<file path="src/rtl/input_conditioner_if.sv">
// Purpose: bundles the conditioner's raw user inputs and its conditioned outputs.
//   sw         : raw 8-bit slide-switch value (unsynchronized)
//   btn_n      : raw step pushbutton, 0 = pressed (unsynchronized)
//   imm8       : switch value captured at the last qualified press
//   step       : one-cycle pulse per qualified press
//   step_count : number of step pulses since reset (wraps)
//   busy       : high while a press or release is being qualified
// master drives the raw inputs (board/bench side); slave is the conditioner.
interface input_conditioner_if;
  localparam int unsigned SW_W  = 8;
  localparam int unsigned CNT_W = 16;

  logic [SW_W-1:0]  sw;
  logic             btn_n;
  logic [SW_W-1:0]  imm8;
  logic             step;
  logic [CNT_W-1:0] step_count;
  logic             busy;

  modport master (
    output sw,
    output btn_n,
    input  imm8,
    input  step,
    input  step_count,
    input  busy
  );

  modport slave (
    input  sw,
    input  btn_n,
    output imm8,
    output step,
    output step_count,
    output busy
  );
endinterface

</file>
<file path="src/rtl/input_conditioner.sv">
// Purpose: synchronizes the slide switches and step button, debounces the
// button with a four-state FSM and, on every qualified press, emits one step
// pulse, latches the switch value as an immediate and bumps a step counter.
// Ports:
//   clk   : system clock, rising edge
//   rst   : asynchronous active-low reset; deassertion is synchronized
//   io    : input_conditioner_if.slave (sw, btn_n in; imm8, step,
//           step_count, busy out)
module input_conditioner #(
  parameter int unsigned DEB_LIMIT = 500000,
  parameter int unsigned DEB_CNT_W = 20
) (
  input  logic               clk,
  input  logic               rst,
  input_conditioner_if.slave io
);

  localparam int unsigned SW_W  = 8;
  localparam int unsigned CNT_W = 16;
  localparam logic [DEB_CNT_W-1:0] LIMIT_M1 = DEB_CNT_W'(DEB_LIMIT - 1);

  typedef enum logic [1:0] {
    IDLE         = 2'd0,
    PRESS_WAIT   = 2'd1,
    PRESSED      = 2'd2,
    RELEASE_WAIT = 2'd3
  } state_e;

  logic                 run_q;
  logic [SW_W-1:0]      sw_meta_q;
  logic [SW_W-1:0]      sw_s_q;
  logic                 btn_n_meta_q;
  logic                 btn_n_sync_q;
  logic                 btn_s;

  state_e               state_q;
  state_e               state_d;
  logic [DEB_CNT_W-1:0] cnt_q;
  logic [DEB_CNT_W-1:0] cnt_d;
  logic                 qualify_c;
  logic                 busy_c;

  logic [SW_W-1:0]      imm8_q;
  logic                 step_q;
  logic [CNT_W-1:0]     step_count_q;
  logic                 busy_q;

  // Reset release gate: nothing else updates until the edge after this sets,
  // so the first real state update is the second edge after rst rises.
  always_ff @(posedge clk or negedge rst) begin
    if (!rst) begin
      run_q <= 1'b0;
    end else begin
      run_q <= 1'b1;
    end
  end

  // Two-flop synchronizers; button flops reset to the released level.
  always_ff @(posedge clk or negedge rst) begin
    if (!rst) begin
      sw_meta_q    <= '0;
      sw_s_q       <= '0;
      btn_n_meta_q <= 1'b1;
      btn_n_sync_q <= 1'b1;
    end else if (run_q) begin
      sw_meta_q    <= io.sw;
      sw_s_q       <= sw_meta_q;
      btn_n_meta_q <= io.btn_n;
      btn_n_sync_q <= btn_n_meta_q;
    end
  end

  assign btn_s = ~btn_n_sync_q;

  // Debounce FSM state register.
  always_ff @(posedge clk or negedge rst) begin
    if (!rst) begin
      state_q <= IDLE;
      cnt_q   <= '0;
    end else if (run_q) begin
      state_q <= state_d;
      cnt_q   <= cnt_d;
    end
  end

  // Debounce FSM next state; the counter is cleared whenever a wait state is
  // left so it only ever runs 0..DEB_LIMIT-1 inside a wait state.
  always_comb begin
    state_d   = state_q;
    cnt_d     = cnt_q;
    qualify_c = 1'b0;
    unique case (state_q)
      IDLE: begin
        if (btn_s) begin
          state_d = PRESS_WAIT;
          cnt_d   = '0;
        end
      end
      PRESS_WAIT: begin
        if (!btn_s) begin
          state_d = IDLE;
          cnt_d   = '0;
        end else if (cnt_q == LIMIT_M1) begin
          state_d   = PRESSED;
          cnt_d     = '0;
          qualify_c = 1'b1;
        end else begin
          cnt_d = cnt_q + DEB_CNT_W'(1);
        end
      end
      PRESSED: begin
        if (!btn_s) begin
          state_d = RELEASE_WAIT;
          cnt_d   = '0;
        end
      end
      RELEASE_WAIT: begin
        if (btn_s) begin
          state_d = PRESSED;
          cnt_d   = '0;
        end else if (cnt_q == LIMIT_M1) begin
          state_d = IDLE;
          cnt_d   = '0;
        end else begin
          cnt_d = cnt_q + DEB_CNT_W'(1);
        end
      end
      default: begin
        state_d = IDLE;
        cnt_d   = '0;
      end
    endcase
    busy_c = (state_d == PRESS_WAIT) || (state_d == RELEASE_WAIT);
  end

  // Registered outputs; busy is taken from the next state so it tracks the
  // FSM state exactly rather than lagging it by a cycle.
  always_ff @(posedge clk or negedge rst) begin
    if (!rst) begin
      imm8_q       <= '0;
      step_q       <= 1'b0;
      step_count_q <= '0;
      busy_q       <= 1'b0;
    end else if (run_q) begin
      step_q <= qualify_c;
      busy_q <= busy_c;
      if (qualify_c) begin
        imm8_q       <= sw_s_q;
        step_count_q <= step_count_q + CNT_W'(1);
      end
    end
  end

  assign io.imm8       = imm8_q;
  assign io.step       = step_q;
  assign io.step_count = step_count_q;
  assign io.busy       = busy_q;

endmodule

</file>
<file path="src/flat_wrapper.sv">
// flat-port wrapper written by rule: the top's interface ports become plain ports
module input_conditioner_flat 
#(
  parameter int unsigned DEB_LIMIT = 500000,
  parameter int unsigned DEB_CNT_W = 20
)
  (clk, rst, io_sw, io_btn_n, io_imm8, io_step, io_step_count, io_busy);
  input_conditioner_if io_i ();
  input  logic clk;
  input  logic rst;
  input wire logic [$bits(io_i.sw)-1:0] io_sw;
  input wire logic [$bits(io_i.btn_n)-1:0] io_btn_n;
  output wire logic [$bits(io_i.imm8)-1:0] io_imm8;
  output wire logic [$bits(io_i.step)-1:0] io_step;
  output wire logic [$bits(io_i.step_count)-1:0] io_step_count;
  output wire logic [$bits(io_i.busy)-1:0] io_busy;
  assign io_i.sw = io_sw;
  assign io_i.btn_n = io_btn_n;
  assign io_imm8 = io_i.imm8;
  assign io_step = io_i.step;
  assign io_step_count = io_i.step_count;
  assign io_busy = io_i.busy;
  input_conditioner #(.DEB_LIMIT(DEB_LIMIT), .DEB_CNT_W(DEB_CNT_W)) u_core (.clk(clk), .rst(rst), .io(io_i));
endmodule
</file>
<file path="config.mk">
export PLATFORM = sky130hd
export DESIGN_NAME = input_conditioner_flat
export DESIGN_NICKNAME = d
export VERILOG_FILES = /design/src/rtl/input_conditioner_if.sv /design/src/rtl/input_conditioner.sv /design/src/flat_wrapper.sv
export SDC_FILE = /design/constraint.sdc
export NUM_CORES = 1
export LEC_CHECK = 0
export ABC_CLOCK_PERIOD_IN_PS = 3000
export BUFFER_PORTS_ARGS = -buffer_cell sky130_fd_sc_hd__buf_2
export CAP_MARGIN = 20
export CORE_ASPECT_RATIO = 0.75
export CORE_MARGIN = 3
export CORE_UTILIZATION = 40
export CTS_CLUSTER_SIZE = 28
export DETAILED_ROUTE_END_ITERATION = 10
export PLACE_DENSITY = 0.56
export SLEW_MARGIN = 15
export SYNTH_ARGS = -nofsm -noshare
export SYNTH_HDL_FRONTEND = slang
export SYNTH_SLANG_ARGS = --single-unit
</file>
<file path="constraint.sdc">
create_clock -name clk -period 3 [get_ports clk]
set_clock_uncertainty 0.2 [all_clocks]
set_input_delay 0.6 -clock clk [delete_from_list [all_inputs] [get_ports clk]]
set_output_delay 0.6 -clock clk [all_outputs]
set_load 0.01 [all_outputs]
</file>
# Word level (Yosys, flattened, before mapping)
# Cells that the tools add are included.
# totals
reg_bits	67
latchBits	0
mem_bits_rw	0
rom_bits	0
inputBits	11
out_inout_bits	26
word_cells	41
memories	0
# classes
addsub	2
n_mul	0
div	0
magnitude_cmp	0
n_eq_ne	8
shifts	0
n_mux	16
n_bitwise	0
n_reduce_logical	4
# op_table
cell	count
$mux W20	5
$pmux W20 S4	1
$add A20 B1 Y20 const B	1
$eq A20 B19 Y1 const B	1
$add A16 B1 Y16 const B	1
$mux W2	6
$pmux W2 S4	1
$eq A2 B2 Y1 const B	3
$eq A2 B1 Y1 const B	2
$mux W1	3
$reduce_and A3 Y1	1
$logic_not A2 Y1	1
$ne A2 B1 Y1 const B	1
$ne A2 B2 Y1 const B	1
$reduce_and A2 Y1	1
$logic_or A1 B1 Y1	1

# Depth between registers and ports, before layout
# Gate-level depths: netlist of the first run.
# logic_depth
ltp_word	6
ltp_mapped	8

# Worst setup path after synthesis of the first run
# Ideal clock, no wire load.
# synth_path
path_type	reg2reg
startpoint	register u_core.io.busy (netlist name)
endpoint	register u_core.step_count_q[15] (netlist: u_core.io.step_count[15])
setup_time_ns	0.079
arrival_time_ns	1.952
setup_slack_ns	0.769
stages_incl_launch_ff	7
n_path_buf	1
period_less_slack_ns	2.231
path_cell_list	dfrtp_1 nand2_1 or3_1 or4_1 buf_6 nor4_4 xor2_1
# synth_rtl
element	line	rtl
end signal, assigned	input_conditioner.sv:149	step_count_q <= step_count_q + CNT_W'(1);
end, declared	input_conditioner.sv:45	logic [CNT_W-1:0] step_count_q;

# Final worst setup path of the first run
# layout_path
startpoint	register u_core.cnt_q[0]
endpoint	register u_core.step_count_q[15] (netlist: u_core.io.step_count[15])
# layout_between
elab_chain_len	5
# layout_rtl
element	line	rtl
start, declared	input_conditioner.sv:38	logic [DEB_CNT_W-1:0] cnt_q;
start signal, assigned	input_conditioner.sv:82	cnt_q <= cnt_d;
$eq A20 B19 Y1	input_conditioner.sv:103	end else if (cnt_q == LIMIT_M1) begin
$mux W1	input_conditioner.sv:103	
$mux W1	input_conditioner.sv:100	if (!btn_s) begin
$mux W1	input_conditioner.sv:92	unique case (state_q)
$reduce_and A2 Y1 (no line)	--	
# No other way between the ends.
# A chain may end at the register's enable or synchronous reset.

==> results.yml, run 1 <==
status:
  outcome: "finished, final reports clean"
timing:
  post-route-min-period_ns: 2.50
  setup_violations: 0
  clock.fmax_ghz: 0.400
  relSlewSlack_pct: 55.3
  tightest_slew_ns: 0.667
  grt_setup_unrepaired: "false"
  timing.hold.ws_ns: 0.0591
  slew_violations: 0
  period_share_pct: 83.3
  hold_viol: 0
  setup_tns_ns: 0
routing:
  drt_pass1_iterations: 4
  drt_iter0_drc: 162
  vias: 2225
  wl_per_cell_um: 14.2
  viasPerCell: 5.19
  postRouteAntennaNets: 0
  wl_um: 6100
  drc: 0
global_route:
  grt.overflow.total: 0
  grt_max_degree: 30
  grt-busiest-layer: "met2"
  grt_pass1_wl_um: 10700
  met3_usage_pct: 5.56
  met2_usage_pct: 23.4
  track_usage_pct: 15.9
  met1_usage_pct: 23.0
  antenna_found_initial: 0
  first_global_vias: 2158
floorplan:
  ioPinCount: 37
  die_w_um: 106
  die_area_mm2: 0.00859
  coreArea_mm2: 0.00703
  rows: 26
  start_util_pct: 42.7
  fp.dieH_um: 81.0
yosys:
  synth_area_mm2: 0.00300
  syn_nets: 296
  yosysWarnings: 0
  yosysUniqueCellTypes: 43
  async_flop_share_pct: 100
  synth-seq-area-share_pct: 55.1
  synth_edf_count: 0
  ys.flop_type: "dfrtp_1"
  syn_avg_cell_area_um2: 10.6
  syn-instance-count: 283
  synth_seq_cells: 66
power:
  power_uw: 2060
  vdd_drop_max_mv: 0.313
  p_per_area_mw_per_mm2: 577
  leakage_uw: 0.00168
hold_path:
  hold_class: "in -> async"
run:
  drv_cap: 0
critical_path:
  critPathArrivalTime_ns: 2.55
  critPathLaunchType: "flip-flop"
  cp_max_fo: 8
  critPathCaptureType: "flip-flop"
  required_ns: 3.05
  rrSetupSlack_ns: 0.50
  criticalPathCategory: "reg -> reg"
clock_network:
  clock_tree.buffer_depth: 2
  cts_tree: "yes"
  worstSkewPairLatency_ns: 0.33
  path_clk_slew_ns: 0.07
  htreeDepth: 3
  cts_setup_buffers: 0
  cts_sinks: 66
  ctsResizeCount: 0
  cts_made_buffers: 9
  cts_hold_buffers: 0
  cts-root-buf: "clkbuf_8"
layout:
  syn_to_final_growth_pct: 18.7
  layout-drive-gt1-share_pct: 24.8
  n_antenna_cell: 0
  n_fill_cell: 683
  multiInputGateArea_mm2: 0.00127
  regArea_mm2: 0.00165
  nNetsFinal: 339
placement:
  dp_hpwl_um: 4220
  gp_congestion: 0.761
  port_buffers: 36
cells by family after synthesis:
logic type	Yosys count	share of synthesized area, %
AOI/OAI and AO/OA	44	9.55
and+or+nand+nor	116	19.3
xor gates and xnor gates	17	4.96
adders and majority gates	2	0.834
DFF	66	55.1
buffers and inverters	17	2.67
other	1	0.125
muxes	20	7.42
metrics by stage:
step           instances  cell area [µm²]  setup slack [ns]  utilization [%]
5_1_grt              429             3560             0.300             50.7
4_1_cts              429             3560             0.500             50.7
3_5_place_dp         413             3310             0.515             47.1
3_3_place_gp         413             3310             0.602             47.1
6_report             429             3560             0.500             50.7
2_1_floorplan        283             3000             0.769                -
registers in the layout, summed over array words and instances, names as in the netlist:
name,cells
u_core.io.imm8,8
u_core.run_q,1
u_core.io.step,1
u_core.state_q,1
u_core.btn_n_sync_q,1
u_core.btn_n_meta_q,1
u_core.io.busy,1
u_core.sw_s_q,8
u_core.cnt_q,20
u_core.io.step_count,16
u_core.sw_meta_q,8
report_power, final:
part	switching, µW	internal [µW]
Sequential	38.6	938
Clock	343	576
Combinational	92.5	67.9
Total	474	1580
cell usage in the layout (no fill, tap or decap), types with 6 or more instances in the layout:
| cell type | synthesis | routed |
|---|---|---|
| xor2_1 | 6 | 6 |
| buf_4 | 0 | 6 |
| nor2_1 | 7 | 7 |
| buf_2 | 1 | 36 |
| clkbuf_8 | 0 | 10 |
| dfrtp_1 | 64 | 64 |
| mux2_2 | 18 | 18 |
| nand4_1 | 8 | 8 |
| xnor2_1 | 11 | 11 |
| inv_1 | 6 | 6 |
| nor3_1 | 6 | 6 |
| a21oi_1 | 8 | 8 |
| nand2_1 | 51 | 51 |
| nand3_1 | 20 | 20 |
| and3_1 | 6 | 6 |
| a31oi_1 | 16 | 16 |
worst max-delay path, stage by stage (launching register included):
cell	delay [ns]
dfrtp_1	0.40
ha_1	0.24
nand4_1	0.33
or4_1	0.77
nor4_4	0.31
xor2_1	0.18
synthesized netlist by cell type (4+ instances only):
cell | n | share of area (%)
and3_1 | 6 | 1.3
nor3_1 | 6 | 1.0
nand4_1 | 8 | 1.7
xor2_1 | 6 | 1.8
mux2_2 | 18 | 6.8
inv_1 | 6 | 0.75
nor4_1 | 4 | 0.83
a21oi_1 | 8 | 1.3
o21ai_0 | 5 | 0.83
nor2_1 | 7 | 0.88
a31oi_1 | 16 | 3.3
clkbuf_1 | 6 | 0.75
nand3_1 | 20 | 3.3
xnor2_1 | 11 | 3.2
nand2_1 | 51 | 6.4
dfrtp_1 | 64 | 53
nand2b_1 | 4 | 0.83
area by class of cell:
cell class | instances | share of cell area (%)
sequential | 66 | 46.4
multi-input combinational | 200 | 35.6
timing repair buffer | 43 | 6.88
clock buffer | 10 | 3.86
tap | 98 | 3.44
clock inverter | 6 | 3.20
inverter | 6 | 0.632
worst paths after layout:
path,from,endpoint,cells past startpoint
setup / recovery,u_core.cnt_q[0]$_DFFE_PN0P_,u_core.io.step_count[15]$_DFFE_PN0P_,5
hold / removal,rst,u_core.state_q[1]$_DFFE_PN0P_,1
setup reg to reg,u_core.cnt_q[0]$_DFFE_PN0P_,u_core.io.step_count[15]$_DFFE_PN0P_,5
hold reg to reg,u_core.io.imm8[5]$_DFFE_PN0P_,u_core.io.imm8[5]$_DFFE_PN0P_,2
max in group asynchronous,rst,u_core.cnt_q[18]$_DFFE_PN0P_,2
min in group clk,u_core.io.imm8[5]$_DFFE_PN0P_,u_core.io.imm8[5]$_DFFE_PN0P_,2
metal layers:
metal,routed length [µm],up-vias
met5,0,-
met4,29,0
met3,325,4
met2,2570,48
met1,3180,1071
li1,-,1102
(Power assumes the default switching activity.)
==> run 2: changes to the inputs <==
--- a/config.mk
+++ b/config.mk
@@ -5,7 +5,7 @@
 export SDC_FILE = /design/constraint.sdc
 export NUM_CORES = 1
 export LEC_CHECK = 0
-export ABC_CLOCK_PERIOD_IN_PS = 3000
+export ABC_CLOCK_PERIOD_IN_PS = 2140
 export BUFFER_PORTS_ARGS = -buffer_cell sky130_fd_sc_hd__buf_2
 export CAP_MARGIN = 20
 export CORE_ASPECT_RATIO = 0.75
@@ -13,7 +13,7 @@
 export CORE_UTILIZATION = 40
 export CTS_CLUSTER_SIZE = 28
 export DETAILED_ROUTE_END_ITERATION = 10
-export PLACE_DENSITY = 0.56
+export PLACE_DENSITY = 0.58
 export SLEW_MARGIN = 15
 export SYNTH_ARGS = -nofsm -noshare
 export SYNTH_HDL_FRONTEND = slang
==> constraint.sdc (replaced) <==
create_clock -name clk -period 2.14 [get_ports clk]
set_clock_uncertainty 0.2 [all_clocks]
set_input_delay 0.428 -clock clk [delete_from_list [all_inputs] [get_ports clk]]
set_output_delay 0.428 -clock clk [all_outputs]
set_load 0.01 [all_outputs]
==> run 2 against run 1 <==
  * First-iteration DRC count fell by 30%
  * Highest routed layer unchanged
  * Maximum frequency rose by 19%
  * Critical path type unchanged
  * Largest power group unchanged
  * Combinational power grew 95%
==> results.yml, run 2 (synthesis gave the netlist of run 1 again) <==
timing:
  hold_viol: 0
  setup_tns_ns: 0
  slew_violations: 0
  period_share_pct: 98.3
  clock.fmax_ghz: 0.475
  setup_violations: 0
  timing.hold.ws_ns: 0.113
  post-route-min-period_ns: 2.10
  grt_setup_unrepaired: "true"
placement:
  gp_congestion: 0.884
  port_buffers: 36
  dp_hpwl_um: 4470
global_route:
  grt_max_degree: 67
  track_usage_pct: 17.0
  antenna_found_initial: 0
  grt_pass1_wl_um: 11400
  first_global_vias: 2305
  grt.overflow.total: 0
clock_network:
  cts-root-buf: "clkbuf_8"
  path_clk_slew_ns: 0.07
  worstSkewPairLatency_ns: 0.34
  clock_tree.buffer_depth: 2
  cts_made_buffers: 9
  cts_tree: "yes"
  htreeDepth: 3
  cts_sinks: 66
power:
  p_per_area_mw_per_mm2: 690
  leakage_uw: 0.00196
  vdd_drop_max_mv: 0.433
critical_path:
  critPathCaptureType: "flip-flop"
  rrSetupSlack_ns: 0.04
  critPathArrivalTime_ns: 2.16
  required_ns: 2.20
  r2r_start: "u_core.io.busy$_DFFE_PN0P_"
  critPathLaunchType: "flip-flop"
  reg2reg_to: "u_core.io.step_count[13]$_DFFE_PN0P_"
  cp_max_fo: 7
  criticalPathCategory: "reg -> reg"
  worstRegToRegCells: 6
layout:
  regArea_mm2: 0.00166
  syn_to_final_growth_pct: 30.9
  n_antenna_cell: 0
  layout-drive-gt1-share_pct: 36.4
  nNetsFinal: 373
  top_register: "u_core.cnt_q"
  layout.cells.most_common: "dfrtp_1"
  final_cell_mix: "63 x dfrtp_1, 50 x nand2_1, 36 x buf_2, 36 x buf_4"
  multiInputGateArea_mm2: 0.00141
  largest_reg_flops: 20
  n_fill_cell: 625
hold_path:
  whs_path_depth: 2
  min_to: "u_core.sw_meta_q[3]$_DFFE_PN0P_"
  hold_class: "in -> reg"
  hold_path_startpoint: "io_sw[3]"
status:
  outcome: "finished, final reports clean"
routing:
  drt_pass1_iterations: 4
  wl_um: 6590
  drt_iter0_drc: 113
  postRouteAntennaNets: 0
  drc: 0
  vias: 2384
  wl_per_cell_um: 14.2
  viasPerCell: 5.15
floorplan:
  coreArea_mm2: 0.00703
  die_area_mm2: 0.00859
  rows: 26
  die_w_um: 106
  fp.dieH_um: 81.0
  ioPinCount: 37
  start_util_pct: 42.7
run:
  drv_cap: 0
[run 2: worst max-delay path by stage]
stage	from	to	cells after the start
2_1_floorplan	u_core.cnt_q[0]$_DFFE_PN0P_	u_core.io.step_count[10]$_DFFE_PN0P_	6
3_3_place_gp	u_core.cnt_q[0]$_DFFE_PN0P_	u_core.cnt_q[18]$_DFFE_PN0P_	7
3_5_place_dp	u_core.run_q$_DFF_PN0_	u_core.io.step_count[13]$_DFFE_PN0P_	6
4_1_cts	u_core.cnt_q[16]$_DFFE_PN0P_	u_core.io.step_count[10]$_DFFE_PN0P_	6
5_1_grt	u_core.cnt_q[1]$_DFFE_PN0P_	u_core.io.step_count[10]$_DFFE_PN0P_	6
6_report	u_core.io.busy$_DFFE_PN0P_	u_core.io.step_count[13]$_DFFE_PN0P_	6
[run 2: per-layer routing]
metal,wire length (µm),GRT usage [%],share of wire (%)
met3,272,3.89,4.1
met5,0,0,0
met2,2850,24.7,43
met4,71,6.34,1.1
met1,3400,24.8,52
[run 2: report_power, final]
| group | internal [µW] | leakage (µW) | switching [µW] | total, µW |
|---|---|---|---|---|
| sequential | 1320 | 0.000872 | 49.1 | 1370 |
| clock | 540 | 0.0000925 | 494 | 1030 |
| combinational | 153 | 0.000996 | 159 | 312 |
[run 2: per-stage QoR]
stage / cells / instance area [µm²] / setup slack, ns / total power [µW] / utilization, %
2_1_floorplan: 283 / 3010 / -0.0286 / 1530 / -
3_3_place_gp: 444 / 3550 / -0.0317 / 1670 / 50.5
3_5_place_dp: 444 / 3550 / -0.0217 / 1670 / 50.5
4_1_cts: 461 / 3790 / 0.00970 / 2710 / 53.9
5_1_grt: 463 / 3930 / -0.0416 / 2840 / 55.9
6_report: 463 / 3930 / 0.0357 / 2710 / 55.9
[run 2: area by class of cell]
| type | count | area share, % |
|---|---|---|
| Inverter | 6 | 0.573 |
| Clock inverter | 6 | 1.72 |
| Tap cell | 98 | 3.12 |
| Sequential cell | 66 | 42.1 |
| Timing Repair Buffer | 77 | 13.3 |
| Clock buffer | 10 | 3.25 |
| Multi-Input combinational cell | 200 | 35.9 |
[run 2: worst max-delay path, stage by stage, from the launching register on]
cell and delay, ns:
dfrtp_2 0.37, nand2_2 0.07, or3_4 0.35, or4_4 0.53, buf_12 0.17, nor3_4 0.17, xor2_1 0.15
[run 2: what timing repair did]
| item | in CTS | in global routing |
|---|---|---|
| cloned | 0 | 0 |
| setup buffers | 0 | 2 |
| pin swaps | 0 | 6 |
| hold endpoints to repair | 64 | 0 |
| setup endpoints to repair | 8 | 41 |
| gates resized for setup | 7 | 24 |
| hold buffers | 1 | 0 |
==> run 3: changes to the inputs <==
--- a/config.mk
+++ b/config.mk
@@ -5,6 +5,7 @@
 export SDC_FILE = /design/constraint.sdc
 export NUM_CORES = 1
 export LEC_CHECK = 0
+export ABC_AREA = 1
 export ABC_CLOCK_PERIOD_IN_PS = 2140
 export BUFFER_PORTS_ARGS = -buffer_cell sky130_fd_sc_hd__buf_2
 export CAP_MARGIN = 20
@@ -13,7 +14,7 @@
 export CORE_UTILIZATION = 40
 export CTS_CLUSTER_SIZE = 28
 export DETAILED_ROUTE_END_ITERATION = 10
-export PLACE_DENSITY = 0.58
+export PLACE_DENSITY = 0.57
 export SLEW_MARGIN = 15
 export SYNTH_ARGS = -nofsm -noshare
 export SYNTH_HDL_FRONTEND = slang
==> run 3 against run 2 <==
  * Clock-buffer cell count grew 1
  * Via count grew 22%
  * Die area grew 15%
  * Worst hold slack lost 0.023 ns
  * Global-route usage grew 0.080 points
  * Cell count grew 32%
  * Sequential cell count is the same
  * Maximum frequency grew 13%
  * Critical path type unchanged
==> results.yml, run 3 <==
layout:
  n_antenna_cell: 0
  largest_reg_flops: 20
  syn_to_final_growth_pct: 17.8
  n_fill_cell: 814
  final_cell_mix: "147 x nand2_1, 64 x dfrtp_1, 57 x nor2_1"
  nNetsFinal: 514
  layout.cells.most_common: "nand2_1"
  final_cells: 611
  layout-drive-gt1-share_pct: 17.8
  top_register: "u_core.cnt_q"
yosys:
  async_flop_share_pct: 100
  synth_area_mm2: 0.00348
  synth_top_cell_by_area: "dfrtp_1"
  yosysWarnings: 0
  synth.area.top_cells: "dfrtp_1 46%, nand2_1 16%, nor2_1 6.2%"
  synth_most_common_cell: "nand2_1"
  synth-seq-area-share_pct: 47.6
  ys.flop_type: "dfrtp_1"
  yosysUniqueCellTypes: 33
  synth_edf_count: 0
  syn_avg_cell_area_um2: 7.64
  synth_common_cells: "147 x nand2_1, 64 x dfrtp_1, 57 x nor2_1, 49 x inv_1, 31 x nand3_1"
  syn-instance-count: 455
  syn_nets: 468
  synth_seq_cells: 66
  synth_top_area_share_pct: 46.1
global_route:
  grt_max_degree: 67
  first_global_vias: 2768
  antenna_found_initial: 0
  grt.overflow.total: 0
  track_usage_pct: 17.1
  grt_pass1_wl_um: 13200
timing:
  grt_setup_unrepaired: "false"
  slew_violations: 0
  hold_viol: 0
  period_share_pct: 86.6
  post-route-min-period_ns: 1.85
  timing.hold.ws_ns: 0.0900
  clock.fmax_ghz: 0.539
  setup_violations: 0
  setup_tns_ns: 0
  fin_ws_ns: 0.286
floorplan:
  start_util_pct: 42.6
  die_area_mm2: 0.00986
  ioPinCount: 37
  die_w_um: 114
  coreArea_mm2: 0.00816
  fp.dieH_um: 86.7
  rows: 28
status:
  outcome: "finished, final reports clean"
critical_path:
  cp_max_fo: 10
  crit_family: "buffers and inverters"
  critPathLaunchType: "flip-flop"
  path_buf_inv: 3
  worstPathCellList: "nand2_2, inv_2, nand3_2, inv_1, nand2_1, buf_4, nand2_1, o21ai_1"
  max_stage_delay_ns: 0.46
  slowest_stage: "dfrtp_1"
  required_ns: 2.16
  cpMostUsedCell: "nand2_1"
  criticalPathCategory: "reg -> reg"
  critPathArrivalTime_ns: 1.87
  critPathCaptureType: "flip-flop"
clock_network:
  cts-root-buf: "clkbuf_16"
  cts_hold_buffers: 1
  path_clk_slew_ns: 0.05
  cts_setup_buffers: 0
  cts_made_buffers: 9
  htreeDepth: 3
  ctsResizeCount: 0
  worstSkewPairLatency_ns: 0.33
  clock_tree.buffer_depth: 2
  cts_tree: "yes"
  cts_sinks: 66
placement:
  gp_congestion: 0.881
  place_ws_ns: 0.284
  dp_hpwl_um: 5530
  dp_cells: 594
  port_buffers: 36
power:
  leakage_uw: 0.00207
  p_per_area_mw_per_mm2: 719
  vdd_drop_max_mv: 0.542
routing:
  drt_pass1_iterations: 4
  vias: 2910
  drt_iter0_drc: 136
  wl_um: 7620
  postRouteAntennaNets: 0
  drc: 0
  wl_per_cell_um: 12.5
  viasPerCell: 4.76
run:
  drv_cap: 0
hold_path:
  hold_class: "in -> reg"
[run 3: report_power, final]
group	internal (µW)	total [µW]	switching (µW)	leakage, µW
clock network	897	1420	524	0.000136
logic	59.2	195	136	0.00105
registers	1300	1330	29.9	0.000883
[run 3: cells by family after synthesis]
group           Yosys count  synth area share, %
fa+ha+maj                 2                0.720
flops                    66                 47.6
other cells               1                0.108
buf+inv                  64                 7.56
compound gates           27                 3.99
simple gates            283                 37.0
xor+xnor                 12                 3.02
[run 3: final timing paths]
check                                                start                         endpoint  slack, ns  cells after the start
min                                               io_btn_n  u_core.btn_n_meta_q$_DFFE_PN1P_       0.09                      3
min reg2reg                u_core.sw_meta_q[2]$_DFFE_PN0P_  u_core.sw_meta_q[2]$_DFFE_PN0P_       0.27                      2
max                             u_core.io.busy$_DFFE_PN0P_    u_core.io.imm8[1]$_DFFE_PN0P_       0.29                      8
max in group asynchronous                              rst  u_core.btn_n_meta_q$_DFFE_PN1P_       0.97                      3
min in group asynchronous                              rst     u_core.cnt_q[17]$_DFFE_PN0P_       0.43                      3
max reg2reg                     u_core.io.busy$_DFFE_PN0P_    u_core.io.imm8[1]$_DFFE_PN0P_       0.29                      8
[run 3: layer usage]
| layer | up-vias | GRT usage [%] | part of all wire, % |
|---|---|---|---|
| met1 | 1335 | 24.2 | 53 |
| met3 | 7 | 6.00 | 4.8 |
| met2 | 56 | 24.3 | 41 |
| met5 | - | 0 | 0 |
| li1 | 1512 | - | - |
| met4 | 0 | 5.57 | 1.4 |
[run 3: stage by stage]
stage / util [%] / cell area (µm²) / total power [µW]
2_1_floorplan: - / 3480 / 1470
3_3_place_gp: 46.6 / 3800 / 1540
3_5_place_dp: 46.6 / 3800 / 1550
4_1_cts: 50.2 / 4100 / 2980
5_1_grt: 50.2 / 4100 / 3080
6_report: 50.2 / 4100 / 2950
[run 3: worst register-to-register path: stages (launching register included)]
cell	delay (ns)
dfrtp_1	0.46
nand2_2	0.12
inv_2	0.06
nand3_2	0.08
inv_1	0.24
nand2_1	0.23
buf_4	0.23
nand2_1	0.06
o21ai_1	0.06
[run 3: area by class of cell]
class / instances / area, µm² / area share (%)
Sequential cell: 66 / 1650 / 40.4
Timing Repair Buffer: 43 / 248 / 6.05
Clock inverter: 5 / 55.1 / 1.34
Inverter: 56 / 216 / 5.28
Tap cell: 105 / 131 / 3.21
Multi-Input combinational cell: 325 / 1560 / 38.1
Clock buffer: 11 / 233 / 5.68
